===== src/rtl/cpu_pkg.sv =====
// Shared core constants: ALU op codes and EX-stage forward-select encodings.
package cpu_pkg;

  typedef enum logic [3:0] {
    ALU_AND = 4'b0000,
    ALU_OR  = 4'b0001,
    ALU_ADD = 4'b0010,
    ALU_SRA = 4'b0011,
    ALU_SLL = 4'b0100,
    ALU_SRL = 4'b0101,
    ALU_SUB = 4'b0110,
    ALU_SLT = 4'b0111,
    ALU_NOR = 4'b1100,
    ALU_XOR = 4'b1101
  } alu_op_e;

  localparam int unsigned FWD_W = 2;
  localparam logic [FWD_W-1:0] FWD_REG   = 2'b00;
  localparam logic [FWD_W-1:0] FWD_MEMWB = 2'b01;
  localparam logic [FWD_W-1:0] FWD_EXMEM = 2'b10;

endpackage


===== src/rtl/forwarding_unit.sv =====
// Combinational RAW forward-select logic for the two EX-stage source operands.
module forwarding_unit
  import cpu_pkg::*;
#(
  parameter int unsigned REG_AW = 5
) (
  input  logic [REG_AW-1:0] ex_rs,
  input  logic [REG_AW-1:0] ex_rt,
  input  logic              exmem_reg_write,
  input  logic [REG_AW-1:0] exmem_rd,
  input  logic              memwb_reg_write,
  input  logic [REG_AW-1:0] memwb_rd,
  output logic [FWD_W-1:0]  fwd_a,
  output logic [FWD_W-1:0]  fwd_b
);

  logic exmem_live;
  logic memwb_live;

  // Register 0 is hardwired, so a write to it is never a forward source.
  always_comb begin
    exmem_live = exmem_reg_write && (exmem_rd != '0);
    memwb_live = memwb_reg_write && (memwb_rd != '0);
  end

  // The younger EX/MEM result takes precedence over MEM/WB.
  always_comb begin
    fwd_a = FWD_REG;
    fwd_b = FWD_REG;
    if (exmem_live && (exmem_rd == ex_rs))      fwd_a = FWD_EXMEM;
    else if (memwb_live && (memwb_rd == ex_rs)) fwd_a = FWD_MEMWB;
    if (exmem_live && (exmem_rd == ex_rt))      fwd_b = FWD_EXMEM;
    else if (memwb_live && (memwb_rd == ex_rt)) fwd_b = FWD_MEMWB;
  end

endmodule


===== src/rtl/id_ex_stage.sv =====
// ID/EX pipeline register with EX-stage operand forwarding, ALU operand
// selection and load-use hazard detection against the decode slot.
module id_ex_stage
  import cpu_pkg::*;
#(
  parameter int unsigned DATA_W = 32,
  parameter int unsigned REG_AW = 5
) (
  input  logic              clk,
  input  logic              reset,
  input  logic              stall,
  input  logic              flush,
  input  logic              id_valid,
  input  logic [DATA_W-1:0] id_rs_data,
  input  logic [DATA_W-1:0] id_rt_data,
  input  logic [DATA_W-1:0] id_imm,
  input  logic [4:0]        id_shamt,
  input  logic [REG_AW-1:0] id_rs,
  input  logic [REG_AW-1:0] id_rt,
  input  logic [REG_AW-1:0] id_rd,
  input  logic [3:0]        id_alu_control,
  input  logic              id_alu_src,
  input  logic              id_shamt_sel,
  input  logic              id_reg_dst,
  input  logic              id_reg_write,
  input  logic              id_mem_read,
  input  logic              id_mem_write,
  input  logic              id_mem_to_reg,
  input  logic              exmem_reg_write,
  input  logic [REG_AW-1:0] exmem_rd,
  input  logic [DATA_W-1:0] exmem_result,
  input  logic              memwb_reg_write,
  input  logic [REG_AW-1:0] memwb_rd,
  input  logic [DATA_W-1:0] memwb_data,
  output logic              ex_valid,
  output logic [DATA_W-1:0] alu_data1,
  output logic [DATA_W-1:0] alu_data2,
  output logic [3:0]        alu_control,
  output logic [DATA_W-1:0] ex_store_data,
  output logic [REG_AW-1:0] ex_dest,
  output logic              ex_reg_write,
  output logic              ex_mem_read,
  output logic              ex_mem_write,
  output logic              ex_mem_to_reg,
  output logic [FWD_W-1:0]  fwd_a,
  output logic [FWD_W-1:0]  fwd_b,
  output logic              load_use
);

  typedef struct packed {
    logic              valid;
    logic [DATA_W-1:0] rs_data;
    logic [DATA_W-1:0] rt_data;
    logic [DATA_W-1:0] imm;
    logic [4:0]        shamt;
    logic [REG_AW-1:0] rs;
    logic [REG_AW-1:0] rt;
    logic [REG_AW-1:0] dest;
    logic [3:0]        alu_control;
    logic              alu_src;
    logic              shamt_sel;
    logic              reg_write;
    logic              mem_read;
    logic              mem_write;
    logic              mem_to_reg;
  } id_ex_t;

  id_ex_t id_d;
  id_ex_t ex_q;
  logic [DATA_W-1:0] fwd_a_val;
  logic [DATA_W-1:0] fwd_b_val;

  // Destination is resolved here so EX only carries a single index.
  always_comb begin
    id_d             = '0;
    id_d.valid       = id_valid;
    id_d.rs_data     = id_rs_data;
    id_d.rt_data     = id_rt_data;
    id_d.imm         = id_imm;
    id_d.shamt       = id_shamt;
    id_d.rs          = id_rs;
    id_d.rt          = id_rt;
    id_d.dest        = id_reg_dst ? id_rd : id_rt;
    id_d.alu_control = id_alu_control;
    id_d.alu_src     = id_alu_src;
    id_d.shamt_sel   = id_shamt_sel;
    id_d.reg_write   = id_reg_write;
    id_d.mem_read    = id_mem_read;
    id_d.mem_write   = id_mem_write;
    id_d.mem_to_reg  = id_mem_to_reg;
  end

  // A flush overrides a concurrent stall so the bubble always lands.
  always_ff @(posedge clk or posedge reset) begin
    if (reset)       ex_q <= '0;
    else if (flush)  ex_q <= '0;
    else if (!stall) ex_q <= id_d;
  end

  forwarding_unit #(.REG_AW(REG_AW)) u_fwd (
    .ex_rs           (ex_q.rs),
    .ex_rt           (ex_q.rt),
    .exmem_reg_write (exmem_reg_write),
    .exmem_rd        (exmem_rd),
    .memwb_reg_write (memwb_reg_write),
    .memwb_rd        (memwb_rd),
    .fwd_a           (fwd_a),
    .fwd_b           (fwd_b)
  );

  always_comb begin
    fwd_a_val = ex_q.rs_data;
    fwd_b_val = ex_q.rt_data;
    case (fwd_a)
      FWD_EXMEM: fwd_a_val = exmem_result;
      FWD_MEMWB: fwd_a_val = memwb_data;
      default:   fwd_a_val = ex_q.rs_data;
    endcase
    case (fwd_b)
      FWD_EXMEM: fwd_b_val = exmem_result;
      FWD_MEMWB: fwd_b_val = memwb_data;
      default:   fwd_b_val = ex_q.rt_data;
    endcase
  end

  always_comb begin
    alu_data1     = ex_q.shamt_sel ? DATA_W'(ex_q.shamt) : fwd_a_val;
    alu_data2     = ex_q.alu_src ? ex_q.imm : fwd_b_val;
    ex_store_data = fwd_b_val;
    alu_control   = ex_q.alu_control;
    ex_valid      = ex_q.valid;
    ex_dest       = ex_q.dest;
    ex_reg_write  = ex_q.reg_write;
    ex_mem_read   = ex_q.mem_read;
    ex_mem_write  = ex_q.mem_write;
    ex_mem_to_reg = ex_q.mem_to_reg;
  end

  // Conservative: rt is compared even for instructions that never read it.
  always_comb begin
    load_use = ex_q.valid && ex_q.mem_read && (ex_q.dest != '0) &&
               ((ex_q.dest == id_rs) || (ex_q.dest == id_rt));
  end

endmodule


===== config.mk =====
export PLATFORM = sky130hd
export DESIGN_NAME = id_ex_stage
export DESIGN_NICKNAME = d
export VERILOG_FILES = /design/src/rtl/cpu_pkg.sv /design/src/rtl/forwarding_unit.sv /design/src/rtl/id_ex_stage.sv
export SDC_FILE = /design/constraint.sdc
export NUM_CORES = 1
export LEC_CHECK = 0
export ABC_CLOCK_PERIOD_IN_PS = 5850
export BUFFER_PORTS_ARGS = -buffer_cell sky130_fd_sc_hd__buf_2
export CORE_MARGIN = 8
export CORE_UTILIZATION = 45
export CTS_CLUSTER_SIZE = 14
export DETAILED_ROUTE_END_ITERATION = 10
export HOLD_SLACK_MARGIN = 0.12
export PLACE_DENSITY = 0.83
export SLEW_MARGIN = 20
export SYNTH_ARGS = -nofsm -noshare
export SYNTH_HDL_FRONTEND = slang
export SYNTH_HIERARCHICAL = 1
export SYNTH_SLANG_ARGS = --single-unit

===== constraint.sdc =====
create_clock -name clk -period 5.85 [get_ports clk]
set_clock_uncertainty 0.1 [all_clocks]
set_input_delay 1.4625 -clock clk [delete_from_list [all_inputs] [get_ports clk]]
set_output_delay 1.4625 -clock clk [all_outputs]
set_load 0.005 [all_outputs]

==> metrics.txt <==
via count 7233; CP required 4290 ps; slew margin rel. 37.4%; clock slew at reported path FFs 60 ps; Worst Path Arrival 4150 ps; ys async rst share 100%; Routed WL 27300 um; DRT Pass-1 Iters 5; P_int 1.78 mW; nets 1279; first-pass GRT wire length 41900 um; prevailing post-synth register cell dfrtp_1; Cell variety after synth 27; Pwr Density 248 nW/um^2; Yosys reg bits 127; peak supply drop 0.000180 V; Die W 146 um; Bufs on Longest Clock Path 2; share of the synthesized area in the top cell type 42.0%; worst-skew pair later-pin latency 410 ps; CP max FO 32; fmax 0.175 GHz; Lkg Pwr 5.08 nW; Worst-Margin Slew 940 ps; initial core utilization 45.8%; sequential group share of total power 39.8%; clk sinks 127; crit path launch type primary input; Post-CTS Setup Bufs 0; total gr overflow 0; IO Pins 323; Final Setup Violations 0; layout cells sized above 1 41.0%; RSZ-0062 raised after global routing false; leading area contributor after synthesis dfrtp_1; Synthesis Warnings 6; P_sw 0.660 mW; endpoint class of the critical path output port; CTS tree built; DRT iter0 DRCs 623; H-tree depth 4; switch share 27.0%; Tcrit/Tclk final 97.7%; crit path launch exmem_rd[1]; status completed; synthesized area 7560 sq um; CP Class primary input to output port; Die Y 146 um; Num CTS Buffers 17; antenna violations before repair 4; final hold viol count 0; Synth area leaders dfrtp_1 42%, mux2i_1 17%, nor2_1 9.5%; Via density 5.56; WHS Path Cells 2; FF-to-FF Start ex_q[5]; Filler cells 1421; syn nets 997; Tot Pwr 2.44 mW; vias in the first global route 7329; core box area 16500 sq um; Clk pwr share 43.0%; DR WL/cell 21.0 um; Hold Crit Class flop to flop; R2R cell count 2; die area 21200 sq um; Syn-to-layout area delta 30.0%; EDFF count, synth 0; largest net degree at the start of global routing 128; Mapped Cells 785; Avg Cell Area, Syn 9.64 sq um; Util after Layout 59.5%; Multi-input gate area 3960 sq um; RePlAce Congestion 0.904; max-slew violations 0; Post-route DRC 0; register area 3180 sq um; register area share after synthesis 42.0%; register with the most flip-flops ex_q; max FFs per register 113; post-layout min period 5710 ps; hold buffers post-CTS 0; Tot GR Track Use 24.9%; DP HPWL 19800 um; worst hold start alu_control[0]; Final ANT Viol Nets 0; CTS root buf clkbuf_16; Port Buf Inserts 322; max-cap viol count 0; Std-Cell Rows 47; combinational group share of total power 17.3%
-- path summary, 6_finish.rpt --
kind,end,slack [ps]
min reg2reg,alu_control[0],420
min,alu_control[0],420
min in group asynchronous,ex_q[70],1130
max in group asynchronous,ex_q[5],3980
max,alu_data2[21],140
max reg2reg,ex_q[5],4490
-- power groups by stage --
| stage | sequential (mW) | combinational, mW | clock, mW |
|---|---|---|---|
| final | 0.970 | 0.421 | 1.05 |
| after global routing | 0.975 | 0.457 | 1.10 |
| after CTS | 0.969 | 0.420 | 1.07 |
| after detailed placement | 0.984 | 0.417 | 0 |
| after global placement | 0.982 | 0.410 | 0 |
| after floorplan | 0.967 | 0.243 | 0 |
-- logic make-up (layout without fill, tap and decap cells) --
family	after synthesis	after routing	synth area share [%]
muxes	159	159	21.6
buffers and inverters	78	372	6.33
DFF	127	127	42.0
other	0	2	0
and+or+nand+nor	246	246	12.7
adders and majority gates	4	4	0.662
xor gates and xnor gates	30	30	3.47
AOI/OAI and AO/OA	141	141	13.2
-- per-layer routing --
layer | GRT usage [%] | vias up | part of all wire (%)
li1 | - | 3281 | -
met1 | 30.3 | 3470 | 40
met2 | 40.5 | 429 | 48
met3 | 8.02 | 49 | 10
met4 | 8.80 | 4 | 2.2
met5 | 0 | - | 0.084
-- stage by stage --
| step | cell area (sq um) | setup WS [ps] | hold WS, ps | instances | setup TNS (ps) |
|---|---|---|---|---|---|
| floorplan | 7560 | 440 | 384 | 785 | 0 |
| global placement | 9210 | -149 | 397 | 1268 | -386 |
| detailed placement | 9210 | -168 | 412 | 1268 | -515 |
| CTS | 9810 | 27.8 | 424 | 1299 | 0 |
| global route | 9830 | 42.5 | 445 | 1301 | 0 |
| finish | 9830 | 135 | 421 | 1301 | 0 |
-- Yosys cell counts, types with 5 or more instances --
cell,n
o21ai_0,6
mux2i_1,127
buf_2,26
xor2_1,10
xnor2_1,20
inv_1,5
dfrtp_1,127
a22oi_1,60
mux2_2,32
buf_4,17
a21oi_1,38
clkbuf_1,17
nand2_1,39
buf_6,12
o21ai_2,29
nor2_1,192
-- layout by cell type (no fill, tap or decap), types with 2 or more instances in the layout --
cell        synthesis  layout
buf_2              26     320
nor2_1            192     192
mux2i_1           127     127
dfrtp_1           127     126
a22oi_1            60      58
nand2_1            39      39
a21oi_1            38      38
mux2_2             32      32
o21ai_2            29      29
xnor2_1            20      20
clkbuf_16           0      17
xor2_1             10      10
buf_4              17       8
buf_12              0       7
a22oi_2             4       6
o21ai_0             6       6
clkinv_2            0       5
inv_1               5       4
nand3_1             4       4
clkinvlp_4          0       4
o21ai_1             3       3
clkbuf_8            0       3
diode_2             0       2
nor3_1              2       2
ha_4                0       2
ha_1                4       2
bufinv_16           0       2
or4_1               2       2
nor4_2              0       2
nor4_1              4       2
nand4_1             2       2
-- timing repair --
| item | 4_1_cts | 5_1_grt |
|---|---|---|
| pin swaps | 0 | 2 |
| resized for setup | 3 | 2 |
| setup endpoints to repair | 14 | 20 |
-- cell type report --
class	instances	share of cell area [%]
clock inverters	11	1.17
diodes	2	0.0509
well taps	220	2.80
inverters	5	0.216
clock buffers	20	4.75
flip-flops and latches	127	32.3
repair buffers	336	18.4
multi-input cells	580	40.2
-- critical path: stages --
cell     delay (ps)
buf_2           120
or4_1           530
o21ai_2         160
nor4_2          120
nor4_1          320
buf_4           190
inv_1            60
ha_4            280
a22oi_1         370
o21ai_2         120
mux2_2          270
buf_2           120
(Power assumes the default switching activity.)
